[src/rtl/mem_access_unit_pkg.sv]
// Shared size codes, FSM encoding and lane helpers for the MEM-stage access engine.
// Pure definitions; no state, no timing.
package mem_access_unit_pkg;

    localparam logic [1:0] SZ_BYTE = 2'd0;
    localparam logic [1:0] SZ_HALF = 2'd1;
    localparam logic [1:0] SZ_WORD = 2'd2;

    typedef enum logic [1:0] {
        ST_IDLE = 2'd0,
        ST_BUS  = 2'd1,
        ST_RESP = 2'd2
    } mau_state_t;

    function automatic logic [3:0] lane_en(input logic [1:0] size, input logic [1:0] off);
        logic [3:0] en;
        case (size)
            SZ_BYTE: en = 4'b0001 << off;
            SZ_HALF: en = 4'b0011 << off;
            default: en = 4'b1111;
        endcase
        return en;
    endfunction

    function automatic logic [31:0] store_lanes(input logic [1:0] size, input logic [31:0] wdata);
        logic [31:0] d;
        case (size)
            SZ_BYTE: d = {4{wdata[7:0]}};
            SZ_HALF: d = {2{wdata[15:0]}};
            default: d = wdata;
        endcase
        return d;
    endfunction

    function automatic logic is_illegal(input logic [1:0] size, input logic [1:0] off);
        logic bad;
        case (size)
            SZ_BYTE: bad = 1'b0;
            SZ_HALF: bad = off[0];
            SZ_WORD: bad = (off != 2'b00);
            default: bad = 1'b1;
        endcase
        return bad;
    endfunction

endpackage

[src/rtl/mem_access_unit_load_extract.sv]
// Selects the addressed byte/half lane of a read word and zero/sign-extends it.
// Purely combinational; no backpressure.
module load_extract
    import mem_access_unit_pkg::*;
(
    input  logic [31:0] i_rdata,
    input  logic [1:0]  i_addr_lo,
    input  logic [1:0]  i_size,
    input  logic        i_sign,
    output logic [31:0] o_data
);

    logic [7:0]  w_byte;
    logic [15:0] w_half;

    always_comb begin
        w_byte = 8'h00;
        case (i_addr_lo)
            2'd0:    w_byte = i_rdata[7:0];
            2'd1:    w_byte = i_rdata[15:8];
            2'd2:    w_byte = i_rdata[23:16];
            default: w_byte = i_rdata[31:24];
        endcase
        w_half = i_addr_lo[1] ? i_rdata[31:16] : i_rdata[15:0];

        o_data = i_rdata;
        case (i_size)
            SZ_BYTE: o_data = {{24{i_sign & w_byte[7]}}, w_byte};
            SZ_HALF: o_data = {{16{i_sign & w_half[15]}}, w_half};
            default: o_data = i_rdata;
        endcase
    end

endmodule

[src/rtl/mem_access_unit.sv]
// MEM-stage access engine: packs stores into byte lanes, extends loads, runs a req/ack bus cycle with timeout.
// Accept N, ack N+1 -> resp_valid N+2; req_ready only in IDLE, so one access is in flight at a time.
module mem_access_unit
    import mem_access_unit_pkg::*;
#(
    parameter int unsigned TIMEOUT = 64
) (
    input  logic        i_clk,
    input  logic        i_reset,
    input  logic        i_req_valid,
    output logic        o_req_ready,
    input  logic        i_req_we,
    input  logic [1:0]  i_req_size,
    input  logic        i_req_sign,
    input  logic [31:0] i_req_addr,
    input  logic [31:0] i_req_wdata,
    output logic        o_bus_req,
    output logic        o_bus_we,
    output logic [31:0] o_bus_addr,
    output logic [3:0]  o_bus_byteen,
    output logic [31:0] o_bus_wdata,
    input  logic        i_bus_ack,
    input  logic [31:0] i_bus_rdata,
    output logic        o_resp_valid,
    output logic [31:0] o_resp_rdata,
    output logic        o_resp_err
);

    localparam int CNT_W = 8;

    mau_state_t        r_state;
    logic              r_we;
    logic [1:0]        r_size;
    logic              r_sign;
    logic [1:0]        r_addr_lo;
    logic [CNT_W-1:0]  r_cnt;
    logic              r_bus_req;
    logic              r_bus_we;
    logic [31:0]       r_bus_addr;
    logic [3:0]        r_bus_byteen;
    logic [31:0]       r_bus_wdata;
    logic              r_resp_valid;
    logic [31:0]       r_resp_rdata;
    logic              r_resp_err;
    logic [31:0]       w_load_data;

    load_extract u_load_extract (
        .i_rdata   (i_bus_rdata),
        .i_addr_lo (r_addr_lo),
        .i_size    (r_size),
        .i_sign    (r_sign),
        .o_data    (w_load_data)
    );

    // Gated by reset so the pipeline never sees ready while the unit is held.
    assign o_req_ready = (r_state == ST_IDLE) && !i_reset;

    always_ff @(posedge i_clk or posedge i_reset) begin
        if (i_reset) begin
            r_state      <= ST_IDLE;
            r_we         <= 1'b0;
            r_size       <= SZ_BYTE;
            r_sign       <= 1'b0;
            r_addr_lo    <= 2'b00;
            r_cnt        <= '0;
            r_bus_req    <= 1'b0;
            r_bus_we     <= 1'b0;
            r_bus_addr   <= '0;
            r_bus_byteen <= '0;
            r_bus_wdata  <= '0;
            r_resp_valid <= 1'b0;
            r_resp_rdata <= '0;
            r_resp_err   <= 1'b0;
        end else begin
            case (r_state)
                ST_IDLE: begin
                    r_resp_valid <= 1'b0;
                    if (i_req_valid) begin
                        r_we         <= i_req_we;
                        r_size       <= i_req_size;
                        r_sign       <= i_req_sign;
                        r_addr_lo    <= i_req_addr[1:0];
                        r_cnt        <= '0;
                        r_resp_rdata <= '0;
                        if (is_illegal(i_req_size, i_req_addr[1:0])) begin
                            r_resp_err <= 1'b1;
                            r_state    <= ST_RESP;
                        end else begin
                            r_resp_err   <= 1'b0;
                            r_bus_req    <= 1'b1;
                            r_bus_we     <= i_req_we;
                            r_bus_addr   <= {i_req_addr[31:2], 2'b00};
                            r_bus_byteen <= lane_en(i_req_size, i_req_addr[1:0]);
                            r_bus_wdata  <= store_lanes(i_req_size, i_req_wdata);
                            r_state      <= ST_BUS;
                        end
                    end
                end
                ST_BUS: begin
                    // An ack in the timeout cycle wins: it is tested first.
                    if (i_bus_ack) begin
                        r_bus_req    <= 1'b0;
                        r_resp_rdata <= r_we ? 32'h0 : w_load_data;
                        r_resp_valid <= 1'b1;
                        r_state      <= ST_RESP;
                    end else if (r_cnt == CNT_W'(TIMEOUT - 1)) begin
                        r_bus_req    <= 1'b0;
                        r_resp_err   <= 1'b1;
                        r_resp_valid <= 1'b1;
                        r_state      <= ST_RESP;
                    end else begin
                        r_cnt <= r_cnt + CNT_W'(1);
                    end
                end
                ST_RESP: begin
                    // Rejected requests arrive with the pulse not yet raised and spend one staging cycle here.
                    if (r_resp_valid) begin
                        r_resp_valid <= 1'b0;
                        r_resp_err   <= 1'b0;
                        r_resp_rdata <= '0;
                        r_state      <= ST_IDLE;
                    end else begin
                        r_resp_valid <= 1'b1;
                    end
                end
                default: r_state <= ST_IDLE;
            endcase
        end
    end

    assign o_bus_req    = r_bus_req;
    assign o_bus_we     = r_bus_we;
    assign o_bus_addr   = r_bus_addr;
    assign o_bus_byteen = r_bus_byteen;
    assign o_bus_wdata  = r_bus_wdata;
    assign o_resp_valid = r_resp_valid;
    assign o_resp_rdata = r_resp_rdata;
    assign o_resp_err   = r_resp_err;

endmodule

[config.mk]
export PLATFORM = sky130hd
export DESIGN_NAME = mem_access_unit
export DESIGN_NICKNAME = d
export VERILOG_FILES = /design/src/rtl/mem_access_unit_pkg.sv /design/src/rtl/mem_access_unit_load_extract.sv /design/src/rtl/mem_access_unit.sv
export SDC_FILE = /design/constraint.sdc
export NUM_CORES = 1
export LEC_CHECK = 0
export CORE_MARGIN = 1
export CORE_UTILIZATION = 49
export DETAILED_ROUTE_END_ITERATION = 6
export PLACE_DENSITY = 0.95
export SLEW_MARGIN = 40
export SYNTH_ARGS = -nofsm -noshare
export SYNTH_HDL_FRONTEND = slang
export SYNTH_SLANG_ARGS = --single-unit
[constraint.sdc]
create_clock -name i_clk -period 6.52 [get_ports i_clk]
set_clock_uncertainty 0.1 [all_clocks]
set_input_delay 1.63 -clock i_clk [delete_from_list [all_inputs] [get_ports i_clk]]
set_output_delay 1.63 -clock i_clk [all_outputs]
set_load 0.01 [all_outputs]
# [Word level (Yosys, flattened, before mapping)]
# Cells that the tools add are included.
[totals] register_bits=118 input_bits=104 wordCells=90
[classes] addsub=1 n_eq_ne=16 n_shift=2 n_mux=37 bitwise=3 reduce_logical=17
[ops] cell="two-way mux 32 bit" n=4
[ops] cell="case mux 32 bit (2 select lines)" n=2
[ops] cell="case mux 32 bit (3 select lines)" n=1
[ops] cell="two-way mux 8 bit" n=3
[ops] cell="case mux 8 bit (3 select lines)" n=1
[ops] cell="two-way mux 16 bit" n=1
[ops] cell="case mux 8 bit (2 select lines)" n=1
[ops] cell="!= test 2 bit (second input constant)" n=7
[ops] cell="two-way mux 1 bit" n=13
[ops] cell="AND reduction 4 bit" n=3
[ops] cell="two-way mux 2 bit" n=5
[ops] cell="case mux 1 bit (3 select lines)" n=3
[ops] cell="adder 8 x 1 -> 8 bit (second input constant)" n=1
[ops] cell="== test 2 x 1 -> 1 bit (second input constant)" n=4
[ops] cell="== test 8 x 6 -> 1 bit (second input constant)" n=1
[ops] cell="zero test 2 bit" n=4
[ops] cell="case mux 4 bit (2 select lines)" n=1
[ops] cell="== test 2 bit (second input constant)" n=3
[ops] cell="case mux 2 bit (3 select lines)" n=1
[ops] cell="AND reduction 3 bit" n=2
[ops] cell="AND reduction 5 bit" n=1
[ops] cell="AND reduction 2 bit" n=2
[ops] cell="nonzero test 2 bit" n=2
[ops] cell="left shift 1 x 2 -> 4 bit (first input constant)" n=1
[ops] cell="other kinds (8)" n=9

# [Longest topological paths before layout]
# Gate-level depths: netlist of the first run.
[depth] word_depth=7 mapped_depth=8 ltp_nobuf=6

# [Cells and area by module]
# A second synthesis of the first run with hierarchy kept.
[unflattened] hier_cells=598 area_unflattened_um2=6170.9
[modules_own_cells] module="mem_access_unit" n_inst=1 cells_each=483 area_per_inst_um2=5295.1 seq_area_each_um2=2952.8
[modules_own_cells] module="load_extract" n_inst=1 cells_each=115 area_per_inst_um2=875.8 seq_area_each_um2=0.0

# [Worst setup path before layout of the first run]
# OpenSTA, ideal clock, no wires.
[synth_path] path_kind="input port to output port" startpoint="in i_reset" endpoint="out o_req_ready" arrival_time_ns=1.808 required_ns=4.790 slack_ns=2.982 path_stages=1 path_cell_list="nor2b_1"
[synth_between] elab_chain_len=2
[synth_lines] element="start: declaration" line="mem_access_unit.sv:9" source="input logic i_reset,"
[synth_lines] element="zero test 1 bit (no line)"
[synth_lines] element="logical AND 1 bit" line="mem_access_unit.sv:56" source="assign o_req_ready = (r_state == ST_IDLE) && !i_reset;"
[synth_lines] element="end: declaration" line="mem_access_unit.sv:11" source="output logic o_req_ready,"
# No other way between the ends.

# [Worst setup path in the final report of the first run]
# Ends and elaborated chain as after synthesis.

==> impl_metrics.csv, run 1 <==
group,metric,value,unit
timing,finalSetupTns,0,ns
global_route,gr-usage-all-layers,0.286,
die,fp.dieW,111,um
global_route,grt_pass1_vias,5347,
drt,ant_nets,0,
power_and_ir_drop,leakagePower,3.52,nW
timing,fin_crit,4.52,ns
drt,viasPerCell,6.04,
finish,nets,821,
setup_path,worstSetupEndpointType,"primary output",
power_and_ir_drop,p_comb_frac,0.415,
clock_network,cts.repair.resized,0,
yosys,synth-main-ff-cell,"dfrtp_1",
setup_path,worst_ep_arrival_time,2.79,ns
clock_network,clk_latency,0.41,ns
timing,slew_violations,0,
drt,drt_pass1_iterations,6,
drt,drtIter0Drc,428,
finish,area_growth,46.9,%
status,outcome,"complete, no violations",
yosys,synthTopCellsByArea,"dfrtp_1 51%, mux2_2 10%, o21ai_0 6.2%",
die,start_util,0.504,
power_and_ir_drop,seqPwrFrac,0.336,
global_route,grt_util_met2,0.477,
placed_design,hpwl,11.8,mm
timing,slew_headroom,0.517,
setup_path,cp_cell_sequence,"clkdlybuf4s50_1, nor2b_1, clkdlybuf4s50_1",
finish,drive_above_1_share,0.158,
placed_design,port_buffers,206,
yosys,yosys.area.top_type,"dfrtp_1",
power_and_ir_drop,ir_drop,302,uV
yosys,synth_seq_area_share,0.511,
clock_network,cts_buffers,17,
die,fp-row-count,39,
global_route,grt_start_max_net_pins,83,
setup_path,critPathMaxStageDelay,0.54,ns
global_route,gr-total-overflow,0,
setup_path,cp_slowest_cell,"clkdlybuf4s50_1",
yosys,ys_ff_latch,118,
setup_path,critical_path_peak_fanout,2,
drt,vias,5229,
setup_path,startpoint_type,"input port",
setup_path,cp_num_buf_inv,2,
yosys,synth_most_common_cell,"dfrtp_1",
global_route,use_met1,0.341,
setup_path,cp.required,4.79,ns
timing,fin_crit_sh,0.693,
die,dieArea,0.0122,mm^2
yosys,synth_enable_flop_cells,0,
setup_path,worstSetupStartpoint,"i_reset",
die,die_h,111,um
run,maxCapViolCount,0,
setup_path,regToRegStartpoint,"r_state[1]",
placed_design,gp_congestion,0.891,
power_and_ir_drop,p_switching,1.26,mW
power_and_ir_drop,p_int,2.44,mW
timing,setup_viol,0,
yosys,yosys_warnings,0,
yosys,syn_inst,519,
clock_network,cts_setup_buffers,0,
clock_network,ctsHoldBuffers,0,
global_route,grt_pass1_wl,27.8,mm
hold_path,hold_path_class,"reg2reg",
timing,worst_pin_slew,0.724,ns
global_route,antenna_found_initial,0,
hold_path,hp-start,"o_resp_rdata[0]",
yosys,async_reset_ff_frac,1.00,
setup_path,path_class,"in2out",
drt,postRouteWirelength,17.2,mm
timing,hold_violations,0,
die,coreArea,0.0115,mm^2
placed_design,post-place-ws,1.73,ns
setup_path,critPathTopFamily,"buffers and inverters",
power_and_ir_drop,power.density,437,mW/mm^2
power_and_ir_drop,p_clk_frac,0.249,
clock_network,htree_levels,4,
yosys,yosysUniqueCellTypes,54,
timing,fmax,221,MHz
yosys,synthTopCellsByCount,"118 x dfrtp_1, 72 x o21ai_0, 53 x mux2_2",
setup_path,crit_top_cell,"clkdlybuf4s50_1",
clock_network,cts.sinks,118,
drt,wl_per_cell,19.9,um
yosys,syn_area_per_cell,11.1,um^2
clock_network,ctsRootBufferMaster,"clkbuf_16",
global_route,grt.met3_usage,0.0878,
global_route,top_usage_layer,"met2",
power_and_ir_drop,switching_share,0.341,
yosys,syn_area,0.00578,mm^2
drt,drcViolationCount,0,
timing,layout_setup_ws,2.00,ns
die,ios,209,
clock_network,cts_tree,"built",
clock_network,cts.clk_slew.worst_paths,0.05,ns
timing,rsz0062_at_grt,"no",
finish,n_antenna_cell,0,
clock_network,cts_buffer_depth,2,
yosys,yosys.area.top_type_share,0.511,
## power groups by stage
stage | registers (mW) | clock network, mW | logic (mW)
3_3_place_gp | 1.23 | 0 | 1.45
3_5_place_dp | 1.24 | 0 | 1.50
5_1_grt | 1.28 | 0.971 | 1.64
6_report | 1.24 | 0.925 | 1.54
4_1_cts | 1.24 | 0.934 | 1.53
2_1_floorplan | 1.28 | 0 | 0.704
## final cells by class
cell class                 count  area, um^2
clock inverter                 9         129
clock buffer                  21         450
timing repair buffer         212        2100
tap                          143         179
fill                         709        2990
sequential                   118        2950
multi-input combinational    355        2630
inverter                       8        35.0
## stage by stage
stage | hold slack (ns) | util | cells | total power, mW | area (um^2)
after global routing | 0.415 | 0.740 | 866 | 3.88 | 8480
after CTS | 0.385 | 0.739 | 865 | 3.70 | 8470
final | 0.392 | 0.740 | 866 | 3.71 | 8480
after detailed placement | 0.373 | 0.688 | 835 | 2.74 | 7890
after floorplan | 0.370 | - | 520 | 1.99 | 5780
after global placement | 0.372 | 0.688 | 835 | 2.67 | 7890
## cell usage in the layout, fill, tap and decap left out, types with 10 or more instances in the layout
| master | netlist | routed |
|---|---|---|
| mux2_2 | 53 | 53 |
| a221o_2 | 10 | 10 |
| clkbuf_16 | 0 | 17 |
| nor2_1 | 22 | 20 |
| clkdlybuf4s50_1 | 0 | 205 |
| dfrtp_1 | 118 | 117 |
| nand2b_1 | 14 | 14 |
| mux2i_1 | 32 | 32 |
| nor3_1 | 12 | 12 |
| nand2_1 | 18 | 18 |
| o21ai_0 | 72 | 72 |
| a32o_1 | 14 | 14 |
| a21oi_1 | 33 | 32 |
## kinds of logic (layout without fill, tap and decap cells)
family | after synthesis | after routing | share of synthesized area
other | 1 | 2 | 0.000649
AOI/OAI and AO/OA | 167 | 167 | 0.193
DFF | 118 | 118 | 0.511
buffers and inverters | 47 | 250 | 0.0366
muxes | 85 | 85 | 0.159
adders and majority gates | 5 | 5 | 0.0108
xor gates and xnor gates | 1 | 1 | 0.00152
and+or+nand+nor | 95 | 95 | 0.0875
## routing by layer
| layer | routed length (um) | share of wire | vias to the layer above |
|---|---|---|---|
| li1 | - | - | 2303 |
| met1 | 6610 | 0.38 | 2576 |
| met2 | 8620 | 0.50 | 301 |
| met3 | 1390 | 0.081 | 49 |
| met4 | 572 | 0.033 | 0 |
| met5 | 0 | 0 | - |
## state kept, by name, summed over array words and instances, names as in the netlist
signal        flops
o_bus_addr       30
o_bus_byteen      4
o_bus_req         1
o_bus_wdata      32
o_bus_we          1
o_resp_err        1
o_resp_rdata     32
o_resp_valid      1
r_addr_lo         2
r_cnt             8
r_sign            1
r_size            2
r_state           2
r_we              1
## path summary, 6_finish.rpt
| check | depth (start not counted) | endpoint | slack [ns] |
|---|---|---|---|
| setup / recovery | 3 | o_req_ready | 2.00 |
| hold / removal | 2 | o_resp_rdata[0] | 0.39 |
| setup reg to reg | 7 | o_resp_rdata[18] | 3.59 |
| hold reg to reg | 2 | o_resp_rdata[0] | 0.39 |
| max in group asynchronous | 3 | r_cnt[3] | 3.68 |
| min in group asynchronous | 2 | o_bus_req | 1.66 |
## worst reg2reg max path, cell delays in order, from the launching register on
cell       delay (ns)
dfrtp_1          0.40
inv_1            0.09
ha_1             0.36
nor2b_1          0.27
or4_4            0.73
a2111oi_4        0.47
clkbuf_4         0.32
a221o_2          0.14
Power figures use the tool's default switching activity.
==> run 2, diff against run 1 <==
--- a/config.mk
+++ b/config.mk
@@ -6,9 +6,9 @@
 export NUM_CORES = 1
 export LEC_CHECK = 0
 export CORE_MARGIN = 1
-export CORE_UTILIZATION = 49
+export CORE_UTILIZATION = 45
 export DETAILED_ROUTE_END_ITERATION = 6
-export PLACE_DENSITY = 0.95
+export PLACE_DENSITY = 0.93
 export SLEW_MARGIN = 40
 export SYNTH_ARGS = -nofsm -noshare
 export SYNTH_HDL_FRONTEND = slang
==> constraint.sdc (replaced) <==
create_clock -name i_clk -period 4.28 [get_ports i_clk]
set_clock_uncertainty 0.1 [all_clocks]
set_input_delay 1.07 -clock i_clk [delete_from_list [all_inputs] [get_ports i_clk]]
set_output_delay 1.07 -clock i_clk [all_outputs]
set_load 0.01 [all_outputs]
==> impl_metrics.csv, run 2 (same netlist as run 1, synthesis figures left out) <==
group,metric,value,unit
clock_network,cts_buffer_depth,2,
placed_design,post-place-ws,0.499,ns
finish,stdcell_count,903,
setup_path,reg2reg_depth,7,
placed_design,dp_cells,870,
finish,most-common-layout-cells,"206 x clkdlybuf4s50_1, 117 x dfrtp_1, 72 x o21ai_0",
drt,ant_nets,0,
timing,slew_violations,0,
global_route,grt_pass1_vias,5434,
die,dieArea,0.0133,mm^2
clock_network,ctsRootBufferMaster,"clkbuf_16",
drt,vias,5176,
die,start_util,0.460,
timing,slew_headroom,0.555,
die,die_h,115,um
hold_path,hold_path_class,"reg2reg",
drt,postRouteWirelength,17.2,mm
finish,nets,827,
die,fp.dieW,115,um
power_and_ir_drop,leakagePower,3.55,nW
timing,fin_crit,3.36,ns
placed_design,hpwl,12.1,mm
power_and_ir_drop,power.density,652,mW/mm^2
die,fp-row-count,41,
clock_network,ctsHoldBuffers,0,
drt,drtIter0Drc,452,
finish,nFillCells,890,
placed_design,place_area,0.00800,mm^2
placed_design,port_buffers,206,
timing,fin_crit_sh,0.785,
finish,design_area,0.00858,mm^2
timing,rsz0062_at_grt,"no",
global_route,grt_start_max_net_pins,57,
clock_network,htree_levels,4,
clock_network,cts_tree,"built",
clock_network,cts.repair.resized,0,
clock_network,cts_buffers,17,
global_route,gr-usage-all-layers,0.272,
clock_network,cts_setup_buffers,0,
timing,worst_pin_slew,0.667,ns
power_and_ir_drop,power.total,5.59,mW
timing,setup_viol,0,
status,outcome,"complete, no violations",
die,coreArea,0.0126,mm^2
timing,whs,0.386,ns
timing,hold_violations,0,
timing,finalSetupTns,0,ns
clock_network,cts.sinks,118,
setup_path,worst_ep_arrival_time,2.19,ns
drt,drt_pass1_iterations,5,
setup_path,worstSetupEndpointType,"primary output",
drt,viasPerCell,5.73,
drt,wl_per_cell,19.0,um
setup_path,cp.required,3.11,ns
finish,n_antenna_cell,0,
setup_path,startpoint_type,"input port",
placed_design,gp_congestion,0.868,
finish,area_growth,48.5,%
clock_network,cts.clk_slew.worst_paths,0.05,ns
hold_path,holdPathStages,2,
global_route,grt_pass1_wl,27.5,mm
finish,seqCellArea,0.00295,mm^2
finish,post-route-util,0.683,
die,ios,209,
timing,fmax,298,MHz
setup_path,critical_path_peak_fanout,2,
global_route,gr-total-overflow,0,
global_route,antenna_found_initial,0,
power_and_ir_drop,ir_drop,401,uV
run,maxCapViolCount,0,
clock_network,clk_latency,0.42,ns
finish,multi_input_area,0.00262,mm^2
drt,drcViolationCount,0,
finish,drive_above_1_share,0.167,
timing,layout_setup_ws,0.921,ns
finish,layout_commonest_cell,"clkdlybuf4s50_1",
setup_path,path_class,"in2out",
==> run 2: cell count changes in the layout (fill, tap and decap cells not counted), moves of 2 or more <==
cell,previous run,this run
buf_4,5,9
bufinv_16,3,1
clkbuf_8,1,3
clkinvlp_4,2,4
clkbuf_1,3,1
==> run 2: power by group <==
group / leakage [nW] / switching [mW] / internal (mW) / total (mW)
registers: 1.49 / 0.340 / 1.55 / 1.89
clock network: 0.275 / 0.520 / 0.842 / 1.36
logic: 1.79 / 1.08 / 1.27 / 2.34
==> run 2: cell type report <==
cell class	count	area share
Clock buffer	21	0.0548
Clock inverter	11	0.0115
Tap cell	172	0.0251
Inverter	8	0.00394
Multi-Input combinational cell	355	0.306
Sequential cell	118	0.344
Timing Repair Buffer	218	0.254
==> run 2: path summary, 6_finish.rpt <==
kind | to | from | slack (ns)
setup / recovery | o_req_ready | i_reset | 0.92
hold / removal | o_bus_byteen[2] | o_bus_byteen[2] | 0.39
setup reg to reg | o_resp_rdata[17] | r_state[1] | 1.26
hold reg to reg | o_bus_byteen[2] | o_bus_byteen[2] | 0.39
max in group asynchronous | o_bus_addr[26] | i_reset | 2.27
min in group asynchronous | o_resp_rdata[4] | i_reset | 0.97
==> run 2: layer usage <==
metal	vias up	part of all wire	track usage
li1	2315	-	-
met1	2538	0.39	0.310
met2	271	0.51	0.465
met3	52	0.068	0.0807
met4	0	0.031	0.134
met5	-	0	0
==> run 2: worst max-delay path, cell delays in order <==
cell and delay (ns):
clkdlybuf4s50_1 0.46, nor2b_1 0.12, clkdlybuf4s50_1 0.53
==> run 3, diff against run 2 <==
--- a/config.mk
+++ b/config.mk
@@ -6,9 +6,9 @@
 export NUM_CORES = 1
 export LEC_CHECK = 0
 export CORE_MARGIN = 1
-export CORE_UTILIZATION = 45
+export CORE_UTILIZATION = 41
 export DETAILED_ROUTE_END_ITERATION = 6
-export PLACE_DENSITY = 0.93
+export PLACE_DENSITY = 0.89
 export SLEW_MARGIN = 40
 export SYNTH_ARGS = -nofsm -noshare
 export SYNTH_HDL_FRONTEND = slang
==> constraint.sdc (replaced) <==
create_clock -name i_clk -period 3 [get_ports i_clk]
set_clock_uncertainty 0.1 [all_clocks]
set_input_delay 0.75 -clock i_clk [delete_from_list [all_inputs] [get_ports i_clk]]
set_output_delay 0.75 -clock i_clk [all_outputs]
set_load 0.01 [all_outputs]
==> impl_metrics.csv, run 3 (same netlist as run 1, synthesis figures left out) <==
group,metric,value,unit
clock_network,ctsRootBufferMaster,"clkbuf_16",
timing,finalSetupTns,0,ns
clock_network,ctsHoldBuffers,0,
drt,drcViolationCount,0,
run,maxCapViolCount,0,
finish,layout_commonest_cell,"clkdlybuf4s50_1",
setup_path,critPathTopFamily,"buffers and inverters",
setup_path,worstSetupEndpointType,"primary output",
drt,drtIter0Drc,297,
die,fp-row-count,43,
clock_network,cts.sinks,118,
clock_network,htree_levels,4,
setup_path,cp.depth,3,
die,start_util,0.418,
global_route,gr-usage-all-layers,0.233,
setup_path,critPathMaxStageDelay,0.54,ns
global_route,gr-total-overflow,0,
drt,ant_nets,0,
power_and_ir_drop,power.density,943,mW/mm^2
drt,wl_per_cell,17.9,um
hold_path,holdPathStages,1,
finish,drive_above_1_share,0.175,
drt,viasPerCell,5.52,
global_route,grt_start_max_net_pins,119,
clock_network,cts.clk_slew.worst_paths,0.05,ns
placed_design,dp_cells,888,
timing,rsz0062_at_grt,"no",
setup_path,path_class,"in2out",
timing,fmax,369,MHz
status,outcome,"complete, no violations",
setup_path,crit_top_cell,"clkdlybuf4s50_1",
clock_network,cts_setup_buffers,0,
clock_network,cts.repair.resized,0,
global_route,grt_pass1_vias,5072,
timing,worst_pin_slew,0.663,ns
timing,setup_viol,0,
drt,postRouteWirelength,16.4,mm
power_and_ir_drop,leakagePower,3.63,nW
timing,slew_violations,0,
timing,fin_crit,2.71,ns
finish,most-common-layout-cells,"206 x clkdlybuf4s50_1, 118 x dfrtp_1, 72 x o21ai_0",
placed_design,hpwl,11.9,mm
setup_path,cp_slowest_cell,"clkdlybuf4s50_1",
finish,area_growth,51.0,%
finish,stdcell_count,919,
setup_path,cp_num_buf_inv,2,
setup_path,cp_cell_sequence,"clkdlybuf4s50_1, nor2b_1, clkdlybuf4s50_1",
setup_path,cp.required,2.15,ns
setup_path,startpoint_type,"input port",
timing,whs,0.378,ns
setup_path,reg2reg_depth,4,
finish,n_antenna_cell,0,
global_route,antenna_found_initial,0,
drt,vias,5076,
die,dieArea,0.0146,mm^2
placed_design,port_buffers,206,
hold_path,hold_path_class,"reg2reg",
die,fp.dieW,121,um
timing,fin_crit_sh,0.904,
die,coreArea,0.0138,mm^2
finish,nets,836,
clock_network,cts_buffer_depth,2,
global_route,grt_pass1_wl,26.4,mm
placed_design,gp_congestion,0.826,
timing,hold_violations,0,
drt,drt_pass1_iterations,5,
clock_network,clk_latency,0.40,ns
timing,slew_headroom,0.558,
setup_path,critical_path_peak_fanout,2,
power_and_ir_drop,ir_drop,492,uV
clock_network,cts_tree,"built",
finish,post-route-util,0.631,
die,die_h,121,um
die,ios,209,
clock_network,cts_buffers,17,
setup_path,worst_ep_arrival_time,1.86,ns
-- run 3: changes by cell type in the layout (fill, tap and decap cells not counted), moves of 2 or more --
cell / change
buf_12: +2
buf_4: +9
bufinv_16: +2
clkbuf_8: +3
clkinv_2: -2
clkinvlp_4: -2
-- run 3: metal layers --
metal	share of wire	up-vias	track usage
met2	0.51	213	0.392
li1	-	2336	-
met3	0.061	35	0.0608
met1	0.41	2492	0.283
met5	0	-	0
met4	0.020	0	0.0949
-- run 3: layout make-up --
type	count	area (um^2)
sequential	118	2950
inverter	8	33.8
multi-input combinational	355	2620
clock buffer	24	512
timing repair buffer	227	2260
fill	1049	5110
tap	180	225
clock inverter	7	116
-- run 3: worst paths after layout --
check                                start              end  slack, ns
max                                i_reset      o_req_ready       0.29
max reg2reg                   r_addr_lo[1]  o_resp_rdata[8]       0.57
min in group asynchronous          i_reset  o_resp_rdata[0]       0.77
min reg2reg                o_bus_byteen[0]  o_bus_byteen[0]       0.38
min                        o_bus_byteen[0]  o_bus_byteen[0]       0.38
max in group asynchronous          i_reset  o_resp_rdata[1]       1.50
-- run 3: per-stage QoR --
stage               area, um^2  setup slack, ns  power (mW)
finish                    8720            0.289        8.22
global route              8720            0.213        8.66
CTS                       8720            0.279        8.25
detailed placement        8090            0.103        6.08
global placement          8090            0.172        5.94
floorplan                 5780            0.597        4.32
-- run 3: power by group --
part / switching, mW / leakage (nW) / internal [mW]
clock: 0.696 / 0.308 / 1.43
combinational: 1.57 / 1.83 / 1.88
sequential: 0.431 / 1.49 / 2.21
